[src/rtl/vga_sprite_renderer.sv]
// Pixel-colour stage for the 800x600 timing stream: background, 1-pixel white
// border and a bouncing square sprite, with syncs re-timed to match the
// two-stage colour pipeline.
module vga_sprite_renderer #(
  parameter int unsigned H_ACTIVE  = 800,
  parameter int unsigned V_ACTIVE  = 600,
  parameter int unsigned SIZE      = 32,
  parameter int unsigned STEP      = 4,
  parameter int unsigned FRAME_DIV = 1,
  parameter int unsigned X0        = 0,
  parameter int unsigned Y0        = 0,
  parameter logic [15:0] BG_RGB    = 16'h001F,
  parameter logic [15:0] SP_RGB    = 16'hF800
) (
  input  logic        CLK,
  input  logic        RST_n,
  input  logic        Ready_Sig,
  input  logic [10:0] Column_Addr_Sig,
  input  logic [9:0]  Row_Addr_Sig,
  input  logic        HSYNC_Sig,
  input  logic        VSYNC_Sig,
  input  logic        Pause_Sig,
  output logic        HSYNC_Out_Sig,
  output logic        VSYNC_Out_Sig,
  output logic [4:0]  Red_Sig,
  output logic [5:0]  Green_Sig,
  output logic [4:0]  Blue_Sig
);

  // Direction encodings: forward is right on X, down on Y.
  localparam logic DIR_FWD  = 1'b1;
  localparam logic DIR_BACK = 1'b0;

  localparam logic [10:0] COL_LAST = 11'(H_ACTIVE - 1);
  localparam logic [9:0]  ROW_LAST = 10'(V_ACTIVE - 1);
  localparam logic [10:0] X_LIM    = 11'(H_ACTIVE - SIZE);
  localparam logic [9:0]  Y_LIM    = 10'(V_ACTIVE - SIZE);
  localparam logic [10:0] STEP_X   = 11'(STEP);
  localparam logic [9:0]  STEP_Y   = 10'(STEP);
  localparam logic [11:0] SIZE_X   = 12'(SIZE);
  localparam logic [10:0] SIZE_Y   = 11'(SIZE);
  localparam logic [7:0]  DIV_LAST = 8'(FRAME_DIV - 1);

  // Stage-1 registers
  logic        ready_q;
  logic [10:0] col_q;
  logic [9:0]  row_q;
  logic        hs_q;
  logic        vs_q;

  // Sprite state
  logic [10:0] x;
  logic [9:0]  y;
  logic        dir_x;
  logic        dir_y;
  logic [7:0]  frame_cnt;

  // Stage-2 registers
  logic [15:0] rgb_q;
  logic        hs_o;
  logic        vs_o;

  logic        eof;
  logic        border;
  logic        in_sprite;
  logic [15:0] pixel_rgb;
  logic [10:0] x_next;
  logic [9:0]  y_next;
  logic        dir_x_next;
  logic        dir_y_next;

  assign eof = ready_q && (col_q == COL_LAST) && (row_q == ROW_LAST);

  assign border = (col_q == '0) || (col_q == COL_LAST) ||
                  (row_q == '0) || (row_q == ROW_LAST);

  // Widened by one bit so x+SIZE / y+SIZE cannot wrap.
  assign in_sprite = ({1'b0, col_q} >= {1'b0, x}) &&
                     ({1'b0, col_q} <  ({1'b0, x} + SIZE_X)) &&
                     ({1'b0, row_q} >= {1'b0, y}) &&
                     ({1'b0, row_q} <  ({1'b0, y} + SIZE_Y));

  // Colour priority: blanking, border, sprite, background.
  always_comb begin
    pixel_rgb = BG_RGB;
    if (!ready_q)       pixel_rgb = '0;
    else if (border)    pixel_rgb = '1;
    else if (in_sprite) pixel_rgb = SP_RGB;
  end

  // Bounce arithmetic for the next position on each axis.
  always_comb begin
    x_next     = x;
    y_next     = y;
    dir_x_next = dir_x;
    dir_y_next = dir_y;
    if (dir_x == DIR_FWD) begin
      if (({1'b0, x} + {1'b0, STEP_X}) >= {1'b0, X_LIM}) begin
        x_next     = X_LIM;
        dir_x_next = DIR_BACK;
      end else begin
        x_next = x + STEP_X;
      end
    end else begin
      if (x <= STEP_X) begin
        x_next     = '0;
        dir_x_next = DIR_FWD;
      end else begin
        x_next = x - STEP_X;
      end
    end
    if (dir_y == DIR_FWD) begin
      if (({1'b0, y} + {1'b0, STEP_Y}) >= {1'b0, Y_LIM}) begin
        y_next     = Y_LIM;
        dir_y_next = DIR_BACK;
      end else begin
        y_next = y + STEP_Y;
      end
    end else begin
      if (y <= STEP_Y) begin
        y_next     = '0;
        dir_y_next = DIR_FWD;
      end else begin
        y_next = y - STEP_Y;
      end
    end
  end

  // Stage 1: capture the incoming pixel stream.
  always_ff @(posedge CLK or negedge RST_n) begin
    if (!RST_n) begin
      ready_q <= 1'b0;
      col_q   <= '0;
      row_q   <= '0;
      hs_q    <= 1'b0;
      vs_q    <= 1'b0;
    end else begin
      ready_q <= Ready_Sig;
      col_q   <= Column_Addr_Sig;
      row_q   <= Row_Addr_Sig;
      hs_q    <= HSYNC_Sig;
      vs_q    <= VSYNC_Sig;
    end
  end

  // Sprite position and frame divider, advanced only at end of frame.
  always_ff @(posedge CLK or negedge RST_n) begin
    if (!RST_n) begin
      x         <= 11'(X0);
      y         <= 10'(Y0);
      dir_x     <= DIR_FWD;
      dir_y     <= DIR_FWD;
      frame_cnt <= '0;
    end else if (eof && !Pause_Sig) begin
      if (frame_cnt == DIV_LAST) begin
        frame_cnt <= '0;
        x         <= x_next;
        y         <= y_next;
        dir_x     <= dir_x_next;
        dir_y     <= dir_y_next;
      end else begin
        frame_cnt <= frame_cnt + 8'd1;
      end
    end
  end

  // Stage 2: registered colour and re-timed syncs.
  always_ff @(posedge CLK or negedge RST_n) begin
    if (!RST_n) begin
      rgb_q <= '0;
      hs_o  <= 1'b0;
      vs_o  <= 1'b0;
    end else begin
      rgb_q <= pixel_rgb;
      hs_o  <= hs_q;
      vs_o  <= vs_q;
    end
  end

  assign {Red_Sig, Green_Sig, Blue_Sig} = rgb_q;
  assign HSYNC_Out_Sig = hs_o;
  assign VSYNC_Out_Sig = vs_o;

endmodule
[config.mk]
export PLATFORM = sky130hd
export DESIGN_NAME = vga_sprite_renderer
export DESIGN_NICKNAME = d
export VERILOG_FILES = /design/src/rtl/vga_sprite_renderer.sv
export SDC_FILE = /design/constraint.sdc
export NUM_CORES = 1
export LEC_CHECK = 0
export BUFFER_PORTS_ARGS = -buffer_cell sky130_fd_sc_hd__buf_2
export CORE_MARGIN = 2
export CORE_UTILIZATION = 59
export DETAILED_ROUTE_END_ITERATION = 6
export PLACE_DENSITY = 0.78
export SLEW_MARGIN = 20
export SYNTH_ARGS = -nofsm -noshare
export SYNTH_HDL_FRONTEND = slang
export SYNTH_SLANG_ARGS = --single-unit
export TNS_END_PERCENT = 5
[constraint.sdc]
create_clock -name CLK -period 3.6 [get_ports CLK]
set_clock_uncertainty 0.05 [all_clocks]
set_input_delay 0.18 -clock CLK [delete_from_list [all_inputs] [get_ports CLK]]
set_output_delay 0.18 -clock CLK [all_outputs]
set_load 0.005 [all_outputs]
==> flow_metrics.env, run 1 <==
export IMPL_status="finished clean"
export IMPL_final_nets=526
export IMPL_gp_congestion=0.920
export IMPL_r2r_end="x[10]"
export IMPL_antenna_found_initial=0
export IMPL_hp_start="Pause_Sig"
export IMPL_overflow=0
export IMPL_cts_resized=0
export IMPL_critical_path_required_ps=3820
export IMPL_finalWorstSetupSlack_ps=683
export IMPL_drc=0
export IMPL_htreeDepth=2
export IMPL_synth_seq_cells=56
export IMPL_wire_per_inst_um=17.5
export IMPL_rows=29
export IMPL_busiest_layer="met2"
export IMPL_clock_root_buffer="clkbuf_8"
export IMPL_synth_area_per_cell_um2=9.26
export IMPL_start_util_pct=60.2
export IMPL_netlist_area_mm2=0.00378
export IMPL_synth_enable_flop_cells=0
export IMPL_drtPass1Iterations=4
export IMPL_clock_latency_ps=330
export IMPL_synth_distinct_cells=58
export IMPL_rr_worst_depth=5
export IMPL_rr_startpoint="row_q[5]"
export IMPL_final_area_mm2=0.00431
export IMPL_via_per_inst=6.46
export IMPL_critPathKind="reg -> reg"
export IMPL_numPortBuffers=44
export IMPL_gr_usage_met3_pct=4.45
export IMPL_grt_start_max_net_pins=34
export IMPL_post_place_ws_ps=708
export IMPL_die_area_mm2=0.00706
export IMPL_die_w_um=84
export IMPL_synthFlopType="dfrtp_1"
export IMPL_cap_violations=0
export IMPL_clkTransAtPathRegs_ps=110
export IMPL_syn_instance_count=408
export IMPL_dr_total_vias=3468
export IMPL_finalSetupViolCount=0
export IMPL_ios=45
export IMPL_slew_viol_final=0
export IMPL_antenna_left=0
export IMPL_synthArstFlopShare_pct=100
export IMPL_vdd_ir_drop_max_mv=0.231
export IMPL_holdCritPathClass="in -> reg"
export IMPL_path_max_fanout=16
export IMPL_whs_ps=278
export IMPL_finalCritPeriodShare_pct=81.0
export IMPL_power_density_mw_per_mm2=264
export IMPL_leakagePower_nw=1.91
export IMPL_layout_commonest_cell="dfrtp_1"
export IMPL_wirelength_mm=9.42
export IMPL_met2_usage_pct=46.7
export IMPL_period_minus_slack_ps=2920
export IMPL_utilization_pct=68.6
export IMPL_synth_nets=475
export IMPL_ys_seq_area_share_pct=37.2
export IMPL_cp_start_kind="flip-flop"
export IMPL_die_h_um=84
export IMPL_clockBufferDepth=2
export IMPL_finalHoldViolCount=0
export IMPL_drive_gt1_share_pct=14.1
export IMPL_rsz0062_at_grt="false"
export IMPL_worst_r2r_setup_slack_ps=680
export IMPL_tritoncts="yes"
export IMPL_final_setup_tns_ps=0
export IMPL_track_usage_pct=27.9
export IMPL_cp_arrival_ps=3130
export IMPL_final_cell_mix="54 x dfrtp_1, 44 x buf_2, 40 x ha_1"
export IMPL_hpwlAfterDp_mm=6.79
export IMPL_num_antenna_cells=0
export IMPL_coreArea_mm2=0.00628
export IMPL_drt_iter0_drc=191
export IMPL_tightest_slew_ps=751
export IMPL_postPlaceCellArea_mm2=0.00396
export IMPL_end_kind="flip-flop"
export IMPL_whs_endpoint="frame_cnt[0]"
export IMPL_cts_num_sinks=56
export IMPL_min_path_cells=5
export IMPL_grt_pass1_vias=3347
export IMPL_yosys_warnings=0
export IMPL_cts_buffers=5
export IMPL_area_growth_pct=14.1
export IMPL_grt_first_pass_wirelength_mm=15.9
export IMPL_use_met1_pct=36.9
export IMPL_fmax_ghz=0.343
export IMPL_max_slew_margin_pct=49.5
==> where the power goes <==
| group | internal [W] | switching (W) |
|---|---|---|
| registers | 0.000645 | 0.0000134 |
| clock network | 0.000144 | 0.000236 |
| logic | 0.0000533 | 0.0000456 |
==> routing by layer <==
metal	part of all wire, %	up-vias	routed length, um
li1	-	1626	-
met5	0	-	0
met2	48	166	4540
met4	2.7	0	255
met3	6.7	30	632
met1	42	1646	3990
==> what timing repair did <==
item / CTS / global route
hold endpoints to repair: 45 / 0
setup buffers: 0 / 0
hold buffers: 25 / 0
==> synthesized netlist by cell type (5+ instances only) <==
cell type  instances  area (um^2)
o21a_1             5         37.5
nor2_1            12         45.0
o31ai_1            6         45.0
xnor2_1           15          131
and3_1             5         31.3
nand3_1           24          120
clkbuf_1          13         48.8
dfrtp_1           54         1350
ha_1              40          500
nand2_1           25         93.8
o211ai_1           7         52.6
o21ai_0           15         75.1
nor4_1             9         56.3
a211oi_1           6         45.0
buf_4             13         97.6
inv_1             22         82.6
a21o_1             8         60.1
nand4_1            9         56.3
a21oi_1           27          135
nor3_1            20          100
or3_1              6         37.5
==> sequential cells by signal, summed over array words and instances, names as in the netlist, 3 cells and up <==
| name | flops |
|---|---|
| y | 8 |
| frame_cnt | 8 |
| rgb_q | 3 |
| col_q | 11 |
| row_q | 10 |
| x | 9 |
==> worst max-delay path, cell delays in order, from the launching register on <==
cell     delay (ps)
dfrtp_1         410
or4_1           600
or3b_1          410
or4_1           710
or4_1           600
o21ai_1          80
==> cell families (layout without fill, tap and decap cells) <==
kind of cell | count (synthesis) | after routing | synth area share [%]
flip-flops | 56 | 56 | 37.2
XOR/XNOR | 17 | 17 | 3.94
multiplexers | 2 | 2 | 0.596
AND/OR/NAND/NOR | 134 | 134 | 19.2
buffers and inverters | 51 | 103 | 6.39
AO/OA/AOI/OAI | 108 | 108 | 19.5
adder cells (fa/ha/maj) | 40 | 40 | 13.3
==> final cells by class <==
cell class | instances | area [um^2]
multi-input combinational | 301 | 2130
fill | 481 | 1970
sequential | 56 | 1400
timing repair buffer | 73 | 500
tap | 77 | 96.3
inverter | 22 | 82.6
clock buffer | 5 | 68.8
clock inverter | 3 | 26.3
==> stage by stage <==
stage,power (W),cells
CTS,0.00114,537
detailed placement,0.000747,504
global route,0.00118,537
floorplan,0.000707,408
global placement,0.000743,504
finish,0.00114,537
==> worst max-delay path by stage <==
stage              from    end  cells after the start
3_3_place_gp   row_q[5]  x[10]                      5
2_1_floorplan  col_q[5]  x[10]                      6
6_report       row_q[5]  x[10]                      5
5_1_grt        row_q[5]  x[10]                      5
3_5_place_dp   row_q[5]  x[10]                      5
4_1_cts        row_q[5]  x[10]                      5
Power figures use the tool's default switching activity.
==> run 2, diff against run 1 <==
- ABC_AREA: unset -> 1
- CORE_UTILIZATION: 59 -> 60
- clock period: 3.6 -> 2.8 ns (I/O delays scaled with it)
==> run 2 against run 1 <==
Net effect:
- critical path type unchanged
- clock power is 18% higher
- worst hold slack worse by 83 ps
- sequential power is 29% higher
- count of clock-buffer cells in the layout is 1 higher
- highest routed layer unchanged
- utilization is 0.53 points higher
- wire length is 1.0% lower
==> flow_metrics.env, run 2 <==
export IMPL_ys_seq_area_share_pct=33.9
export IMPL_die_h_um=87.1
export IMPL_largest_register="col_q"
export IMPL_synth_top_family_by_area="simple AND/OR/NAND/NOR gates"
export IMPL_drc=0
export IMPL_cpPeakStageDelay_ps=520
export IMPL_layout_commonest_cell="nand2_1"
export IMPL_yosys_area_top_type="dfrtp_1"
export IMPL_min_path_cells=4
export IMPL_coreArea_mm2=0.00672
export IMPL_synth_area_leaders="dfrtp_1 33%, ha_1 12%, nand2_1 12%"
export IMPL_cap_violations=0
export IMPL_power_density_mw_per_mm2=309
export IMPL_antenna_found_initial=0
export IMPL_finalHoldViolCount=0
export IMPL_synth_distinct_cells=35
export IMPL_vdd_ir_drop_max_mv=0.264
export IMPL_cp_arrival_ps=2530
export IMPL_whs_endpoint="frame_cnt[4]"
export IMPL_multi_input_area_mm2=0.00232
export IMPL_worst_r2r_setup_slack_ps=410
export IMPL_netlist_area_mm2=0.00414
export IMPL_wirelength_mm=9.33
export IMPL_critical_path_required_ps=2950
export IMPL_synth_top_cell_area_share_pct=32.6
export IMPL_fin_cells=691
export IMPL_syn_instance_count=553
export IMPL_cp_start_kind="flip-flop"
export IMPL_die_area_mm2=0.00759
export IMPL_crit_chain="ha_1 -> nand2_1 -> nor2_1 -> xor2_1 -> ha_1 -> nand3_1 -> inv_1 -> nand4_1 -> nand3_1 -> nor2_1 -> nand3_1 -> nand2_1 -> nand2_1"
export IMPL_hold_buffers=25
export IMPL_finalCritPeriodShare_pct=85.3
export IMPL_numPortBuffers=44
export IMPL_ff_latch_area_mm2=0.00140
export IMPL_rows=30
export IMPL_synthArstFlopShare_pct=100
export IMPL_slew_viol_final=0
export IMPL_drive_gt1_share_pct=14.2
export IMPL_place_inst=658
export IMPL_r2r_end="rgb_q[4]"
export IMPL_final_setup_tns_ps=0
export IMPL_hp_start="Pause_Sig"
export IMPL_htreeDepth=2
export IMPL_rr_worst_depth=13
export IMPL_final_area_mm2=0.00465
export IMPL_critPathKind="reg -> reg"
export IMPL_clock_latency_ps=320
export IMPL_final_cell_mix="133 x nand2_1, 75 x nor2_1, 63 x inv_1"
export IMPL_synthMuxAreaShare_pct=0
export IMPL_synth_enable_flop_cells=0
export IMPL_synthFlopType="dfrtp_1"
export IMPL_clkTransAtPathRegs_ps=100
export IMPL_via_per_inst=5.28
export IMPL_drtPass1Iterations=5
export IMPL_n_fill_cell=551
export IMPL_synth_compound_gate_area_share_pct=6.13
export IMPL_ios=45
export IMPL_cp_slowest_cell="dfrtp_1"
export IMPL_synthAdderAreaFrac_pct=12.1
export IMPL_clockBufferDepth=2
export IMPL_grt_start_max_net_pins=25
export IMPL_clock_root_buffer="clkbuf_8"
export IMPL_cts_buffers=5
export IMPL_gp_congestion=0.938
export IMPL_die_w_um=87.1
export IMPL_wire_per_inst_um=13.5
export IMPL_cts_num_sinks=56
export IMPL_reg_top3="col_q: 11 flops, row_q: 10 flops, x: 9 flops"
export IMPL_post_cts_buffers=0
export IMPL_tritoncts="yes"
export IMPL_grt_pass1_vias=3592
export IMPL_synth_simple_area_share_pct=32.3
export IMPL_path_max_fanout=7
export IMPL_leakagePower_nw=2.44
export IMPL_synth_nets=620
export IMPL_rr_startpoint="x[6]"
export IMPL_final_nets=677
export IMPL_area_growth_pct=12.2
export IMPL_rsz0062_at_grt="false"
export IMPL_synth_most_common_cell="nand2_1"
export IMPL_max_slew_margin_pct=71.9
export IMPL_status="finished clean"
export IMPL_overflow=0
export IMPL_grt_first_pass_wirelength_mm=16.0
export IMPL_tightest_slew_ps=420
export IMPL_yosys_warnings=0
export IMPL_end_kind="flip-flop"
export IMPL_cts_resized=0
export IMPL_fmax_ghz=0.419
export IMPL_synth_area_per_cell_um2=7.49
export IMPL_postPlaceCellArea_mm2=0.00431
export IMPL_track_usage_pct=26.7
export IMPL_antenna_left=0
export IMPL_dr_total_vias=3649
export IMPL_synth_xor_area_share_pct=5.47
export IMPL_start_util_pct=61.7
export IMPL_num_antenna_cells=0
export IMPL_yosys_top_cells_count="133 x nand2_1, 75 x nor2_1, 63 x inv_1"
export IMPL_post_place_ws_ps=436
export IMPL_holdCritPathClass="in -> reg"
export IMPL_drt_iter0_drc=225
export IMPL_hpwlAfterDp_mm=7.34
export IMPL_largest_reg_flops=11
export IMPL_finalSetupViolCount=0
export IMPL_finalWorstSetupSlack_ps=412
export IMPL_synth_seq_cells=56
export IMPL_period_minus_slack_ps=2390
==> run 2: cell type report <==
cell class | count | share of cell area [%]
clock inverters | 2 | 0.296
repair buffers | 71 | 10.4
multi-input cells | 408 | 49.9
well taps | 80 | 2.15
inverters | 68 | 5.49
clock buffers | 6 | 1.56
flip-flops and latches | 56 | 30.2
==> run 2: worst max-delay path: cells and delay by family, from the launching register on <==
family	cells	cell delay, ps
simple gates	9	920
fa+ha+maj	2	550
flops	1	520
xor+xnor	1	170
buf+inv	1	50
==> run 2: how the worst max path moves through the flow <==
stage	from	end	slack, ps
2_1_floorplan	x[5]	rgb_q[4]	770
3_3_place_gp	x[6]	rgb_q[4]	620
4_1_cts	x[6]	rgb_q[4]	420
5_1_grt	x[6]	rgb_q[4]	160
3_5_place_dp	x[6]	rgb_q[4]	440
6_report	x[6]	rgb_q[4]	410
==> run 2: stage by stage <==
stage / power, W / hold WS (ps) / utilization (%)
after global placement: 0.000975 / 20.9 / 64.2
final: 0.00144 / 195 / 69.2
after floorplan: 0.000923 / -206 / -
after global routing: 0.00150 / 238 / 69.2
after detailed placement: 0.000980 / 21.8 / 64.2
after CTS: 0.00145 / 195 / 69.2
==> run 2: kinds of logic (layout without fill, tap and decap cells) <==
kind of cell,Yosys count,count (layout)
AOI/OAI and AO/OA,46,46
adders and majority gates,40,40
and+or+nand+nor,297,297
buffers and inverters,89,147
xor gates and xnor gates,25,25
DFF,56,56
==> run 2: where the power goes <==
| group | internal (W) | switching, W |
|---|---|---|
| clock | 0.000179 | 0.000268 |
| sequential | 0.000829 | 0.0000205 |
| combinational | 0.0000717 | 0.0000707 |
| total | 0.00108 | 0.000359 |
==> run 2: metal layers <==
layer | GRT usage (%) | vias to the layer above | wire [um]
li1 | - | 1861 | -
met1 | 35.7 | 1681 | 4350
met2 | 44.7 | 95 | 4380
met3 | 4.93 | 12 | 459
met4 | 7.27 | 0 | 136
met5 | 0 | - | 0
==> run 3, diff against run 2 <==
- ABC_AREA: 1 -> unset
- CORE_UTILIZATION: 60 -> 59
- SETUP_SLACK_MARGIN: unset -> 0.3
==> run 3 against run 2 <==
Net effect:
- global-route usage increased by 1.9 points
- non-clock buffer count increased by 29
- register-to-register slack got worse by 150 ps
- maximum frequency decreased by 5.8%
- die area decreased by 7.0%
- wire length increased by 7.0%
- critical endpoint is now y[6]
- largest cell class unchanged
- highest routed layer unchanged
==> flow_metrics.env, run 3 (synthesis gave the netlist of run 1 again) <==
export IMPL_track_usage_pct=28.6
export IMPL_reg_top3="col_q: 11 flops, row_q: 10 flops, x: 9 flops"
export IMPL_max_slew_margin_pct=57.9
export IMPL_clkTransAtPathRegs_ps=110
export IMPL_finalCritPeriodShare_pct=90.6
export IMPL_overflow=0
export IMPL_die_h_um=84
export IMPL_cp_num_buf_inv=1
export IMPL_cp_slowest_cell="or4_4"
export IMPL_tritoncts="yes"
export IMPL_slew_viol_final=0
export IMPL_whs_ps=255
export IMPL_status="finished clean"
export IMPL_fmax_ghz=0.394
export IMPL_dr_total_vias=3564
export IMPL_largest_register="col_q"
export IMPL_crit_top_cell="or4_4"
export IMPL_holdCritPathClass="in -> reg"
export IMPL_tightest_slew_ps=626
export IMPL_cp_top_family="simple AND/OR/NAND/NOR gates"
export IMPL_final_area_mm2=0.00461
export IMPL_coreArea_mm2=0.00628
export IMPL_cap_violations=0
export IMPL_final_setup_tns_ps=0
export IMPL_wirelength_mm=9.98
export IMPL_cts_buffers=5
export IMPL_critPathKind="reg -> reg"
export IMPL_final_nets=553
export IMPL_antenna_found_initial=0
export IMPL_largest_reg_flops=11
export IMPL_power_density_mw_per_mm2=315
export IMPL_cp_arrival_ps=2680
export IMPL_finalHoldViolCount=0
export IMPL_via_per_inst=6.32
export IMPL_utilization_pct=73.4
export IMPL_cpPeakStageDelay_ps=540
export IMPL_path_max_fanout=8
export IMPL_grt_pass1_vias=3452
export IMPL_hpwlAfterDp_mm=6.96
export IMPL_clockBufferDepth=2
export IMPL_end_kind="flip-flop"
export IMPL_postPlaceCellArea_mm2=0.00404
export IMPL_wire_per_inst_um=17.7
export IMPL_drive_gt1_share_pct=23.2
export IMPL_grt_start_max_net_pins=33
export IMPL_clock_latency_ps=320
export IMPL_num_antenna_cells=0
export IMPL_fin_cells=564
export IMPL_crit_chain="or4_4 -> or3b_4 -> or4_4 -> buf_6 -> o41ai_2 -> o21ai_1"
export IMPL_antenna_left=0
export IMPL_drc=0
export IMPL_vdd_ir_drop_max_mv=0.290
export IMPL_ios=45
export IMPL_final_cell_mix="50 x dfrtp_1, 44 x buf_2, 38 x ha_1"
export IMPL_drt_iter0_drc=247
export IMPL_rows=29
export IMPL_die_area_mm2=0.00706
export IMPL_area_growth_pct=22.0
export IMPL_htreeDepth=2
export IMPL_cts_num_sinks=56
export IMPL_finalSetupViolCount=0
export IMPL_place_inst=513
export IMPL_grt_first_pass_wirelength_mm=16.3
export IMPL_rsz0062_at_grt="true"
export IMPL_gp_congestion=0.939
export IMPL_start_util_pct=60.2
export IMPL_drtPass1Iterations=6
export IMPL_numPortBuffers=44
export IMPL_layout_commonest_cell="dfrtp_1"
export IMPL_cp_start_kind="flip-flop"
export IMPL_period_minus_slack_ps=2540
export IMPL_critical_path_required_ps=2940
export IMPL_leakagePower_nw=2.06
export IMPL_clock_root_buffer="clkbuf_8"
export IMPL_die_w_um=84
==> run 3: cell types whose count changed in the layout (fill, tap and decap cells not counted), moves of 8 or more <==
cell     before  now
nor2_2        8    0
nand2_1     133   25
nor2_1       75   12
inv_1        63   22
nand3_1      45   23
xnor2_1       5   14
nor3_1        6   18
xor2_1       19    2
buf_4         2   28
==> run 3: metal layers <==
layer | up-vias | global-route usage, % | wire length, um
li1 | 1671 | - | -
met3 | 35 | 4.06 | 592
met2 | 169 | 48.2 | 4980
met1 | 1689 | 37.2 | 4140
met5 | - | 0 | 0
met4 | 0 | 11.3 | 266
==> run 3: power breakdown <==
group	switching, W	internal [W]	leakage, nW
Sequential	0.0000167	0.000829	0.661
Combinational	0.0000623	0.0000751	1.35
Clock	0.000287	0.000180	0.0485
Total	0.000366	0.00108	2.06
==> run 3: timing repair <==
action,CTS,global route
resized for setup,10,16
endpoints found under the hold margin,46,0
setup buffers,7,11
hold buffers,25,0
endpoints found under the setup margin,13,21
pin swaps,9,8
==> run 3: layout make-up <==
cell class,count,area [um^2]
multi-input cells,301,2210
repair buffers,100,714
flip-flops and latches,56,1410
fillers,461,1670
clock inverters,3,22.5
well taps,77,96.3
inverters,22,82.6
clock buffers,5,68.8
==> run 3: final timing paths <==
path,startpoint,endpoint,slack (ps),depth (start not counted)
hold / removal,Pause_Sig,x[3],250,5
max in group asynchronous,RST_n,col_q[10],1600,3
setup reg to reg,row_q[5],y[6],260,6
min in group asynchronous,RST_n,row_q[2],290,2
setup / recovery,row_q[5],y[6],260,6
hold reg to reg,vs_q,VSYNC_Out_Sig,320,0
==> run 3: metrics by stage <==
| step | power (W) | worst slack (ps) |
|---|---|---|
| CTS | 0.00146 | 165 |
| global placement | 0.000958 | 111 |
| finish | 0.00145 | 264 |
| floorplan | 0.000909 | 285 |
| global route | 0.00152 | 198 |
| detailed placement | 0.000963 | 39.2 |
==> run 3: worst reg2reg max path, stage by stage, from the launching register on <==
cell and delay [ps]:
dfrtp_1 420, or4_4 540, or3b_4 410, or4_4 520
buf_6 160, o41ai_2 190, o21ai_1 120
